**src/rtl/dac_spi_tx_if.sv**
```systemverilog
// Sample-in / SPI-out bundle for dac_spi_tx.
interface dac_spi_tx_if;
    logic [11:0] data_i;
    logic        valid_i;
    logic        busy_o;
    logic        done_o;
    logic        overrun_o;
    logic        sclk_o;
    logic        sync_o;
    logic        sdata_o;

    modport master (
        output data_i, valid_i,
        input  busy_o, done_o, overrun_o,
        input  sclk_o, sync_o, sdata_o
    );

    modport slave (
        input  data_i, valid_i,
        output busy_o, done_o, overrun_o,
        output sclk_o, sync_o, sdata_o
    );
endinterface

```
**src/rtl/dac_spi_tx.sv**
```systemverilog
// 16-bit SPI frame serialiser for a DAC121S101-class DAC.
// Optional one-entry sample holding buffer: DAC_HOLD_BUF_EN.
module dac_spi_tx #(
    parameter int unsigned CLK_DIV  = 4,
    parameter int unsigned SYNC_GAP = 2,
    parameter logic [1:0]  PD_MODE  = 2'b00
) (
    input logic         clk_78MHz_i,
    input logic         reset_i,
    dac_spi_tx_if.slave bus
);
    localparam int CW = $clog2(CLK_DIV + 1);
    localparam int GW = $clog2(SYNC_GAP + 1);
    localparam logic [CW-1:0] CNT_LAST = CW'(CLK_DIV - 1);
    localparam logic [CW-1:0] CNT_PRE  = CW'(CLK_DIV - 2);
    localparam logic [GW-1:0] GAP_LAST = GW'(SYNC_GAP - 1);

    typedef enum logic [1:0] {IDLE, LOAD, SHIFT, GAP} state_t;

    state_t        state_q, state_d;
    logic [CW-1:0] cnt_q, cnt_d;
    logic [4:0]    bit_q, bit_d;
    logic [GW-1:0] gap_q, gap_d;
    logic [15:0]   sr_q, sr_d;
    logic          sclk_q, sclk_d;
    logic          sync_q, sync_d;
    logic          sdata_q, sdata_d;
    logic          busy_q, busy_d;
    logic          done_q, done_d;
    logic          ovr_q, ovr_d;

    logic          tick;
    logic          gap_end;
    logic          start;
    logic [11:0]   start_data;
    logic [15:0]   frame;
`ifdef DAC_HOLD_BUF_EN
    logic [11:0]   hold_q, hold_d;
    logic          hold_v_q, hold_v_d;
`endif

    assign tick    = (cnt_q == CNT_LAST);
    assign gap_end = (state_q == GAP) && tick && (gap_q == GAP_LAST);
    assign frame   = {2'b00, PD_MODE, start_data};

    // Sample acceptance: decides whether a frame starts and what overruns.
    always_comb begin
        start      = 1'b0;
        start_data = bus.data_i;
        ovr_d      = 1'b0;
`ifdef DAC_HOLD_BUF_EN
        hold_d     = hold_q;
        hold_v_d   = hold_v_q;
        if (state_q == IDLE) begin
            start = bus.valid_i;
        end else if (gap_end) begin
            start      = bus.valid_i || hold_v_q;
            start_data = bus.valid_i ? bus.data_i : hold_q;
            ovr_d      = bus.valid_i && hold_v_q;
            hold_v_d   = 1'b0;
        end else if (bus.valid_i) begin
            hold_d   = bus.data_i;
            hold_v_d = 1'b1;
            ovr_d    = hold_v_q;
        end
`else
        start = bus.valid_i && (state_q == IDLE);
        ovr_d = bus.valid_i && (state_q != IDLE);
`endif
    end

    always_comb begin
        state_d = state_q;
        cnt_d   = tick ? '0 : cnt_q + 1'b1;
        bit_d   = bit_q;
        gap_d   = gap_q;
        sr_d    = sr_q;
        sclk_d  = 1'b1;
        unique case (state_q)
            IDLE: begin
                cnt_d = '0;
                if (start) begin
                    state_d = LOAD;
                    sr_d    = frame;
                end
            end
            LOAD: begin
                if (tick) begin
                    state_d = SHIFT;
                    sclk_d  = 1'b0;
                    bit_d   = 5'd1;
                end
            end
            SHIFT: begin
                sclk_d = sclk_q;
                if (tick) begin
                    if (sclk_q) begin
                        sclk_d = 1'b0;
                        bit_d  = bit_q + 5'd1;
                    end else if (bit_q == 5'd16) begin
                        state_d = GAP;
                        sclk_d  = 1'b1;
                        gap_d   = '0;
                    end else begin
                        sclk_d = 1'b1;
                        sr_d   = {sr_q[14:0], 1'b0};
                    end
                end
            end
            GAP: begin
                if (tick) begin
                    gap_d = gap_q + 1'b1;
                    if (gap_q == GAP_LAST) begin
                        state_d = start ? LOAD : IDLE;
                        if (start) begin
                            sr_d = frame;
                        end
                    end
                end
            end
            default: state_d = IDLE;
        endcase
        if (state_d != state_q) begin
            cnt_d = '0;
        end
        sync_d  = !(state_d == LOAD || state_d == SHIFT);
        sdata_d = sync_d ? 1'b0 : sr_d[15];
        busy_d  = (state_d != IDLE);
        // Registered pulse, so it is armed one cycle before GAP ends.
        done_d  = (state_q == GAP) && (gap_q == GAP_LAST)
                  && (cnt_q == CNT_PRE);
    end

    always_ff @(posedge clk_78MHz_i) begin
        if (reset_i) begin
            state_q  <= IDLE;
            cnt_q    <= '0;
            bit_q    <= '0;
            gap_q    <= '0;
            sr_q     <= '0;
            sclk_q   <= 1'b1;
            sync_q   <= 1'b1;
            sdata_q  <= 1'b0;
            busy_q   <= 1'b0;
            done_q   <= 1'b0;
            ovr_q    <= 1'b0;
`ifdef DAC_HOLD_BUF_EN
            hold_q   <= '0;
            hold_v_q <= 1'b0;
`endif
        end else begin
            state_q  <= state_d;
            cnt_q    <= cnt_d;
            bit_q    <= bit_d;
            gap_q    <= gap_d;
            sr_q     <= sr_d;
            sclk_q   <= sclk_d;
            sync_q   <= sync_d;
            sdata_q  <= sdata_d;
            busy_q   <= busy_d;
            done_q   <= done_d;
            ovr_q    <= ovr_d;
`ifdef DAC_HOLD_BUF_EN
            hold_q   <= hold_d;
            hold_v_q <= hold_v_d;
`endif
        end
    end

    assign bus.sclk_o    = sclk_q;
    assign bus.sync_o    = sync_q;
    assign bus.sdata_o   = sdata_q;
    assign bus.busy_o    = busy_q;
    assign bus.done_o    = done_q;
    assign bus.overrun_o = ovr_q;
endmodule

```
**src/flat_wrapper.sv**
```systemverilog
// flat-port wrapper written by rule: the top's interface ports become plain ports
module dac_spi_tx_flat 
#(
    parameter int unsigned CLK_DIV  = 4,
    parameter int unsigned SYNC_GAP = 2,
    parameter logic [1:0]  PD_MODE  = 2'b00
)
  (clk_78MHz_i, reset_i, bus_data_i, bus_valid_i, bus_busy_o, bus_done_o, bus_overrun_o, bus_sclk_o, bus_sync_o, bus_sdata_o);
  dac_spi_tx_if bus_i ();
  input logic clk_78MHz_i;
  input logic reset_i;
  input wire logic [$bits(bus_i.data_i)-1:0] bus_data_i;
  input wire logic [$bits(bus_i.valid_i)-1:0] bus_valid_i;
  output wire logic [$bits(bus_i.busy_o)-1:0] bus_busy_o;
  output wire logic [$bits(bus_i.done_o)-1:0] bus_done_o;
  output wire logic [$bits(bus_i.overrun_o)-1:0] bus_overrun_o;
  output wire logic [$bits(bus_i.sclk_o)-1:0] bus_sclk_o;
  output wire logic [$bits(bus_i.sync_o)-1:0] bus_sync_o;
  output wire logic [$bits(bus_i.sdata_o)-1:0] bus_sdata_o;
  assign bus_i.data_i = bus_data_i;
  assign bus_i.valid_i = bus_valid_i;
  assign bus_busy_o = bus_i.busy_o;
  assign bus_done_o = bus_i.done_o;
  assign bus_overrun_o = bus_i.overrun_o;
  assign bus_sclk_o = bus_i.sclk_o;
  assign bus_sync_o = bus_i.sync_o;
  assign bus_sdata_o = bus_i.sdata_o;
  dac_spi_tx #(.CLK_DIV(CLK_DIV), .SYNC_GAP(SYNC_GAP), .PD_MODE(PD_MODE)) u_core (.clk_78MHz_i(clk_78MHz_i), .reset_i(reset_i), .bus(bus_i));
endmodule
```
**config.mk**
```make
export PLATFORM = sky130hd
export DESIGN_NAME = dac_spi_tx_flat
export DESIGN_NICKNAME = d
export VERILOG_FILES = /design/src/rtl/dac_spi_tx_if.sv /design/src/rtl/dac_spi_tx.sv /design/src/flat_wrapper.sv
export SDC_FILE = /design/constraint.sdc
export NUM_CORES = 1
export LEC_CHECK = 0
export ABC_AREA = 1
export CORE_ASPECT_RATIO = 0.9
export CORE_MARGIN = 2
export CORE_UTILIZATION = 55
export DETAILED_ROUTE_END_ITERATION = 8
export GPL_TIMING_DRIVEN = 0
export PLACE_DENSITY_LB_ADDON = 0.08
export SLEW_MARGIN = 20
export SYNTH_ARGS = -nofsm -noshare
export SYNTH_HDL_FRONTEND = slang
export SYNTH_SLANG_ARGS = --single-unit
```
**constraint.sdc**
```tcl
create_clock -name clk_78MHz_i -period 2.5 [get_ports clk_78MHz_i]
set_input_delay 0.25 -clock clk_78MHz_i [delete_from_list [all_inputs] [get_ports clk_78MHz_i]]
set_output_delay 0.25 -clock clk_78MHz_i [all_outputs]
set_load 0.1 [all_outputs]
```
==> After elaboration in Yosys (flattened, before gate mapping) <==
Cells that the tools add are included.
{ "totals": {"ff_bits": 34, "input_bits": 15, "output_inout_bits": 6, "elab_cells": 80} }
{ "classes": {"add_sub_neg": 3, "eq_ne": 18, "n_mux": 29, "n_bitwise": 1, "reduce_logical": 17} }
{ "op_table": {"columns": ["op", "count"], "rows": [
  ["16-bit two-way mux", 6],
  ["16-bit case mux with 3 select lines", 1],
  ["2-bit two-way mux", 11],
  ["5-bit two-way mux", 3],
  ["2-bit by 1-bit != test with 1-bit output, second input constant", 5],
  ["5-bit case mux with 2 select lines", 1],
  ["2-bit case mux with 4 select lines", 1],
  ["2-bit nonzero test", 4],
  ["2-bit by 1-bit == test with 1-bit output, second input constant", 3],
  ["2-bit == test, second input constant", 3],
  ["3-bit by 2-bit == test with 1-bit output, second input constant", 2],
  ["2-bit != test, second input constant", 3],
  ["6-bit AND reduction", 1],
  ["5-bit by 1-bit adder with 5-bit output, second input constant", 1],
  ["5-bit == test, second input constant", 1],
  ["5-bit AND reduction", 1],
  ["1-bit logical AND", 4],
  ["1-bit two-way mux", 4],
  ["2-bit case mux with 2 select lines", 1],
  ["4-bit AND reduction", 1],
  ["4-bit OR reduction", 1],
  ["3-bit by 1-bit adder with 3-bit output, second input constant", 1],
  ["3-bit nonzero test", 1],
  ["2-bit by 1-bit adder with 2-bit output, second input constant", 1],
  ["other kinds (7)", 7]
]} }

==> Logic depth before layout (Yosys ltp) <==
Gate-level depths: netlist of run 1.
{ "depth": {"depth_word": 10, "ltp_mapped": 12, "ltp_nobuf": 11} }

==> Worst setup path after synthesis of run 1 <==
OpenSTA, ideal clock, no wires.
{ "synth_path": {"kind": "register to register", "from": "register u_core.sclk_q (netlist: u_core.bus.sclk_o)", "to": "register u_core.sdata_q (netlist: u_core.bus.sdata_o)", "setup_ns": 0.110, "t_arrival_ns": 1.851, "required_ns": 2.390, "slack_ns": 0.539, "stages_incl_launch_ff": 10, "n_path_buf": 0, "period_less_slack_ns": 1.961, "path_cell_list": "dfxtp_1 > inv_1 > nand3_1 > inv_1 > nand2_1 > nand3_1 > nand2_1 > ha_1 > nand3_1 > inv_1"} }
{ "synth_between": {"elab_chain_cells": 7, "word_cells_on_any_way": 11, "classes_between": "2 x eq/ne; 6 x mux; 1 x bitwise; 2 x reduce/logical"} }
{ "synth_rtl": {"columns": ["item", "line", "text"], "rows": [
  ["from (decl)", "dac_spi_tx.sv:25", "logic sclk_q, sclk_d;"],
  ["from (signal assigned)", "dac_spi_tx.sv:157", "sclk_q <= sclk_d;"],
  ["2-bit two-way mux", "dac_spi_tx.sv:97", "if (sclk_q) begin"],
  ["2-bit two-way mux", "dac_spi_tx.sv:96", "if (tick) begin"],
  ["2-bit case mux with 4 select lines", "dac_spi_tx.sv:79", "unique case (state_q)"],
  ["2-bit by 1-bit == test with 1-bit output or 2-bit == test (tied branches)", "dac_spi_tx.sv:126", "sync_d = !(state_d == LOAD || state_d == SHIFT);"],
  ["1-bit logical OR", "dac_spi_tx.sv:126", null],
  ["1-bit NOT (no line)", null, null],
  ["2-bit OR reduction (no line)", null, null],
  ["to (signal assigned)", "dac_spi_tx.sv:159", "sdata_q <= sdata_d;"],
  ["to (decl)", "dac_spi_tx.sv:27", "logic sdata_q, sdata_d;"]
]} }
Several ways; a longest one is shown, not always the timed one. The select of a mux whose other input is x is not followed.
A chain may end at the register's enable or synchronous reset.

==> Worst setup path after layout of run 1 <==
{ "layout_path": {"from": "register u_core.state_q[1]", "to": "register u_core.sdata_q (netlist: u_core.bus.sdata_o)"} }
{ "layout_between": {"elab_chain_cells": 10, "word_cells_on_any_way": 23, "classes_between": "5 x eq/ne; 13 x mux; 1 x bitwise; 4 x reduce/logical"} }
{ "layout_rtl": {"columns": ["item", "line", "text"], "rows": [
  ["from (decl)", "dac_spi_tx.sv:20", "state_t state_q, state_d;"],
  ["from (signal assigned)", "dac_spi_tx.sv:152", "state_q <= state_d;"],
  ["2-bit zero test", "dac_spi_tx.sv:67, dac_spi_tx.sv:79", null],
  ["1-bit logical AND", "dac_spi_tx.sv:67", "start = bus.valid_i && (state_q == IDLE);"],
  ["1-bit two-way mux", "dac_spi_tx.sv:114", "state_d = start ? LOAD : IDLE;"],
  ["2-bit two-way mux", "dac_spi_tx.sv:113", "if (gap_q == GAP_LAST) begin"],
  ["2-bit two-way mux", "dac_spi_tx.sv:111", "if (tick) begin"],
  ["2-bit case mux with 4 select lines", "dac_spi_tx.sv:79", null],
  ["2-bit by 1-bit == test with 1-bit output or 2-bit == test (tied branches)", "dac_spi_tx.sv:126", null],
  ["1-bit logical OR", "dac_spi_tx.sv:126", null],
  ["1-bit NOT (no line)", null, null],
  ["2-bit OR reduction (no line)", null, null]
]} }
Several ways; a longest one is shown, not always the timed one. The select of a mux whose other input is x is not followed.

==> results of run 1 <==
metal layers:
| metal | vias to the layer above | track usage |
|---|---|---|
| met4 | 0 | 0.0625 |
| met3 | 5 | 0.0456 |
| met1 | 745 | 0.307 |
| met5 | - | 0 |
| li1 | 921 | - |
| met2 | 23 | 0.320 |
cells by family after synthesis:
kind of cell | after synthesis | share of synthesized area
AOI/OAI and AO/OA | 18 | 0.0510
xor gates and xnor gates | 2 | 0.00928
adders and majority gates | 12 | 0.0795
buffers and inverters | 55 | 0.123
DFF | 34 | 0.361
and+or+nand+nor | 162 | 0.376
layout by cell type, fill, tap and decap left out, drive strengths merged, types with 3 or more instances in the layout:
| cell | instances |
|---|---|
| nand2 | 64 |
| nor2 | 58 |
| inv | 47 |
| dfxtp | 34 |
| nand3 | 30 |
| clkdlybuf4s50 | 20 |
| ha | 12 |
| a21oi | 9 |
| clkbuf | 8 |
| nor3 | 6 |
| o21ai | 6 |
| nand4 | 4 |
| buf | 4 |
| clkinv | 3 |
sequential cells by signal, indices dropped and copies added (netlist names):
| register | flops |
|---|---|
| u_core.sr_q | 16 |
| u_core.bit_q | 5 |
| u_core.cnt_q | 3 |
| u_core.gap_q | 2 |
| u_core.state_q | 2 |
| u_core.bus.busy_o | 1 |
| u_core.bus.done_o | 1 |
| u_core.bus.overrun_o | 1 |
| u_core.bus.sclk_o | 1 |
| u_core.bus.sdata_o | 1 |
| u_core.bus.sync_o | 1 |
path summary, 6_finish.rpt:
check,start,end,slack (ns),cells after the start
worst min-delay path,u_core.cnt_q[0],u_core.cnt_q[0],0.46,1
worst max-delay path,u_core.state_q[1],u_core.bus.sdata_o,0.35,9
worst min register to register,u_core.cnt_q[0],u_core.cnt_q[0],0.46,1
worst max register to register,u_core.state_q[1],u_core.bus.sdata_o,0.35,9
layout make-up:
| cell class | instances | area (sq um) |
|---|---|---|
| repair buffers | 20 | 200 |
| fillers | 297 | 1110 |
| multi-input cells | 194 | 975 |
| clock buffers | 5 | 68.8 |
| plain buffers | 7 | 52.6 |
| inverters | 48 | 180 |
| well taps | 44 | 55.1 |
| clock inverters | 2 | 10.0 |
| flip-flops and latches | 34 | 681 |
critical path, delay by kind of cell (launching register included):
| family | cells | cell delay [ns] |
|---|---|---|
| and+or+nand+nor | 4 | 0.54 |
| buffers and inverters | 3 | 0.56 |
| adders and majority gates | 2 | 0.51 |
| DFF | 1 | 0.44 |
metrics by stage:
step                      utilization  power, uW  instance area (sq um)
after floorplan                     -       1680                   1890
after global placement          0.644       1930                   2140
after detailed placement        0.644       1940                   2140
after CTS                       0.668       2320                   2220
after global routing            0.668       2500                   2220
final                           0.668       2310                   2220
power breakdown:
group	switching (uW)	total (uW)	leakage, uW	internal, uW
registers	68.2	716	0.000277	648
clock network	189	375	0.0000438	187
logic	815	1220	0.000698	407
total	1070	2310	0.00102	1240
==> results list, run 1 <==
* Lkg Pwr: 0.00102 uW
* Required time of the worst setup path: 2.68 ns
- The run finished with clean final reports.
* Cell type with the largest total area after synthesis: dfxtp_1
- Largest fanout of any net on the critical path: 10
- Final HPWL from detailed placement: roughly 2700 um
- Distinct cell type count of the synthesized netlist: 25
* Most repeated cell in the gate-level netlist after synthesis: nand2_1
- IO Port Bufs: 20
* Met1 Routed Length: a little under 2000 um
- Maximum clock rate: approximately 470 MHz
* Uppermost layer routed: met4
- Between clock sinks in the finished design, the worst skew comes to 0.00149 ns.
- The number of global-route vias before repair is between 1000 and 1500.
- The die is between 60 and 70 um wide.
- Counting along the longest clock path gives a buffer depth of 2.
- Insertion delay of the later-clocked pin in the worst-skew pair: between 0.2 and 0.3 ns
* Initial antenna violation count: 0
- Pin placement for this block handled 21 I/O pins.
* Final setup fails: 0
* Number of cells after detailed placement: approximately 350
- Root Driver: clkbuf_8
- DRC violation count after routing: 0
* Delay of the slowest cell on the worst path: about 0.44 ns
- First drt pass iteration count: 4
- Clk slew on worst S/H paths: ~0.07 ns
* Pins over their slew limit: 0
* Setup crit end kind: register
- After floorplanning, the core was divided into 20 placement rows.
- Nature of the critical path startpoint: register
- Across the run, the number of max-cap violations was 0.
* Congestion Overflow GR: 0
- Effective utilization at floorplan: 0.567
- The routed layout has between 1500 and 2000 vias.
- CTS tree: done
- Total number of nets in the final design: 337
- In this run, synthesis inferred 0 flip-flops with an integrated enable.
* Final Critical Period: around 2.1 ns
- Non-Filler Instances: 354
- After synthesis, the share of flip-flops with an asynchronous set or reset is 0.
- The repair_antennas step left the layout with diodes totalling 0.
- In the synthesized netlist, the number of instances is 283.
- Wire segments on met2 add up to 1600 um in the final route.
- The share of synthesized area in the top cell type comes to 0.361.
* Final Cycle Share: 0.859
- Across every metal layer, demand over resource in global routing totals 0.213.
- Using the TritonRoute via totals, the vias-per-cell ratio works out to approximately 4.8.
- At the end of routability-driven placement, the weighted congestion stood at ~0.88.
- Hold bufs inserted after CTS: 0
* Number of hold violations in the final report: 0
* Pin count of the biggest net entering global routing: 11
- Walking the worst path, the cells encountered are inv_1 -> ha_1 -> nand2_1 -> clkbuf_1 -> nand3_1 -> nand2_1 -> ha_1 -> nand3_1 -> inv_1.
- For the pin with the worst max-slew slack, the measured transition is ~0.97 ns.
- Once detail routing completed, the nets flagged for antenna violations numbered 0.
- Yosys synthesis warning count: 0
- In the synthesized netlist the dominant register cell turns out to be dfxtp_1.
- Std-Cell Core Area: 3330 sq um
- Category of the critical setup timing path: register to register
- Post-route setup TNS: 0 ns
- Setup repair after global routing left no endpoint under its margin.
* Final worst setup slack: around 0.35 ns
- Dividing total power by cell area gives a power density of approximately 1000 nW/um^2.
- Area contributors post-synth: dfxtp_1 36%, nand2_1 12%, nor2_1 11%
- The clock tree synthesis step divided the H-tree into 2 levels.
* Average routed wire per standard cell: approximately 11 um
* Average cell area after synthesis: approximately 6.7 sq um
- The clock net in this run drives a total of 34 sinks.
- The die covers between 3000 and 4000 sq um.
- In this run, post-CTS repair resized a total of 0 instances.
- The slowest stage of the critical path is the dfxtp_1 cell.
- Setup repair bufs after CTS: 0
- After detailed routing, the met3 layer carries 146 um of wire.
- Data on the critical path arrives at its endpoint at ~2.3 ns.
- Setup slack after placement: 0.379 ns
- Total wirelength of the detailed-routed design: ~3700 um
- The number of nets in the synthesized netlist is a little over 300.
- In this run, synthesis produced a sequential element count of 34.
- Of the synthesized area, sequential elements account for 0.361.
- Layout cell share with drive strength beyond 1: 0.0677
- After synthesis the cells add up to 1890 sq um.
- HP Class: register to register
- CTS Buf Count: 5
- In this run the vertical extent of the chip is roughly 60 um.
- Initial DRC count: 81
- The first global-routing pass estimated 6400 um of wire.
- The worst pin sits at a relative slew slack of 0.354.
- VDD sags by at most roughly 900 uV.
* Worst hold slack: between 0.4 and 0.5 ns
- Top post-synthesis cells by count: 61 x nand2_1, 55 x nor2_1, 46 x inv_1
- P&R area growth vs syn: 17.7%
No activity file was read; power rests on OpenSTA's default activity.
==> run 2, diff against run 1 <==
CORE_ASPECT_RATIO = not set   (was 0.9)
PLACE_DENSITY = 0.82   (was not set)
PLACE_DENSITY_LB_ADDON = not set   (was 0.08)
==> results list, run 2 (same netlist as run 1, synthesis figures left out) <==
* Max stage delay cell, worst path: dfxtp_1
* Congestion Overflow GR: 0 (unchanged)
- Final HPWL from detailed placement: 2820 um (+5.4%)
- Largest fanout of any net on the critical path: 10 (unchanged)
- Wire length of the first global-routing pass: 6780 um (+5.8%)
- The number of flip-flops under the largest register name is 16 (unchanged).
- Measured slew at the worst slew-check pin: 0.979 ns (+0.0136 ns)
- The share of cells above drive strength 1 was 0.0707 (+0.00300).
- Effective utilization at floorplan: 0.570 (+0.00300)
- Total number of nets in the final design: 337 (unchanged)
- Maximum clock rate: 459 MHz (-1.4%)
- The number of buffers created by CTS was 5 (unchanged).
- The aggregate global-route resource usage was 0.216 (+0.00321).
- The core footprint came to 3310 sq um (-0.53%).
- Relative to the synthesized area, the layout overhead comes to 19.5%.
- PostCTS Resize Cnt: 0 (unchanged)
- CTS tree: done
- The later-pin clock latency in the skew report came to 0.35 ns (+0.07 ns).
- Lkg Pwr: 0.00103 uW (+1.4%)
* Final setup fails: 0 (unchanged)
- Clock sinks: 34 (unchanged)
- The required time at the endpoint of the critical path is 2.75 ns (+0.07 ns).
- The maximum single-stage delay on the critical path came to 0.46 ns (+0.02 ns).
- The peak supply drop is 735 uV (-21%).
- The min-delay analysis places its worst path in the category register to register.
- The average vias per placed instance came to 4.84 (+1.1%).
* Setup repair bufs after CTS: 0 (unchanged)
- Walking the worst path, the cells encountered are inv_1 -> ha_1 -> nand2_1 -> clkbuf_1 -> nand3_1 -> nand2_1 -> ha_1 -> nand3_1 -> inv_1.
- The maximum clock skew at final layout was 0.0209 ns (+0.0194 ns).
* Final total power: 2470 uW (+6.9%)
- Number of vias after detailed routing: 1728 (+2.0%)
- The number of design rule violations left after detail routing is 0 (unchanged).
* Kind of cell with the highest combined delay on the critical path: buffers and inverters
- The H-tree depth is 2 (unchanged).
- The max-cap check violation count is 0 (unchanged).
- Commonest cells after routing, fill and taps aside: 61 x nand2_1, 55 x nor2_1, 46 x inv_1
- Top flop regs: u_core.sr_q (16), u_core.bit_q (5), u_core.cnt_q (3)
* Final Cycle Share: 0.871 (+0.0122)
* Footprint of the flip-flops and latches: 681 sq um (unchanged)
- The library cell used most frequently in the layout, excluding fill and tap cells, is nand2_1.
* Setup repair after global routing missed its margin: no
* Worst slew margin: 0.345 (-0.00910)
- STA classifies the critical path endpoint as a register.
* Largest reg by FF count: u_core.sr_q
- The x dimension of the die came to 62.6 um (-4.8%).
- Number of hold violations in the final report: 0 (unchanged)
- Final weighted congestion in routability-driven placement: 0.897 (+1.4%)
* Initial DRC count: 89 (+9.9%)
- Residual antenna-violating net count after detailed routing: 0 (unchanged)
* Total wirelength of the detailed-routed design: 3910 um (+4.5%)
- The number of antenna violations at the first check in global routing came to 0 (unchanged).
- The tree is rooted in a clkbuf_4.
* Sum of buffers and inverters on the critical path: 3 (unchanged)
* Result of the run: completed
* Die area: 3920 sq um (about the same)
- The clock tree buffer depth was 2 (unchanged).
- The worst hold-check slack came to 0.470 ns (+0.0144 ns).
- The die span in y was 62.6 um (+5.0%).
- Multi-input combinational cell area: 975 sq um (unchanged)
- The total of fill cells in the finished design came to 325 (+9.4%).
- Setup slack after placement: 0.359 ns (-0.0198 ns)
- Number of core rows: 21 (+5.0%)
- Post-route setup TNS: 0 ns (unchanged)
- Number of I/O pins: 21 (unchanged)
- The number of global-route vias before repair is 1590 (+10%).
* First drt pass iteration count: 4 (unchanged)
- Pins over their slew limit: 0 (unchanged)
- Final worst setup slack: 0.322 ns (-0.0305 ns)
* Nature of the critical path startpoint: register
- Hold bufs inserted after CTS: 0 (unchanged)
- The power density over cell area is 1100 nW/um^2 (+5.2%).
- The diode insertion count for antenna repair was 0 (unchanged).
* Pin count of the biggest net entering global routing: 12 (+1)
- Category of the critical setup timing path: register to register
* Average routed wire per standard cell: 10.9 um (+3.6%)
- Arrival time of the worst setup path: 2.43 ns (+0.10 ns)
- IO Port Bufs: 20 (unchanged)
- The final critical-path required period was 2.18 ns (+0.0305 ns).
- Clk slew on worst S/H paths: 0.12 ns (+0.05 ns)
==> run 2: final cells by class <==
class	count	share of cell area
Buffer	7	0.0233
Clock buffer	6	0.0227
Clock inverter	2	0.0266
Inverter	48	0.0798
Multi-Input combinational cell	194	0.432
Sequential cell	34	0.302
Tap cell	46	0.0255
Timing Repair Buffer	20	0.0887
==> run 2: worst min-delay path, cell delays in order (launching register included) <==
cell and delay [ns]:
dfxtp_1 0.33, nand2_1 0.06, a21oi_1 0.05
==> run 2: report_power, final <==
| part | switching [uW] | internal (uW) | total, uW |
|---|---|---|---|
| sequential | 69.2 | 647 | 716 |
| combinational | 815 | 409 | 1220 |
| clock | 194 | 339 | 532 |
| total | 1080 | 1390 | 2470 |
==> run 2: path summary, 6_finish.rpt <==
path / slack, ns / start / cells past startpoint / end
max: 0.32 / u_core.state_q[1] / 9 / u_core.bus.sdata_o
min: 0.47 / u_core.gap_q[1] / 2 / u_core.gap_q[1]
max reg2reg: 0.32 / u_core.state_q[1] / 9 / u_core.bus.sdata_o
min reg2reg: 0.47 / u_core.gap_q[1] / 2 / u_core.gap_q[1]
==> run 2: through the flow <==
step	area, sq um	std cells	utilization
2_1_floorplan	1890	283	-
3_3_place_gp	2150	349	0.648
3_5_place_dp	2150	349	0.648
4_1_cts	2260	357	0.682
5_1_grt	2260	357	0.682
6_report	2260	357	0.682
==> run 2: per-layer routing <==
metal / track usage / routed length (um) / vias up
met1: 0.273 / 1910 / 762
met4: 0.0694 / 61 / 0
met3: 0.0667 / 161 / 5
met2: 0.352 / 1770 / 33
li1: - / - / 928
met5: 0 / 0 / -
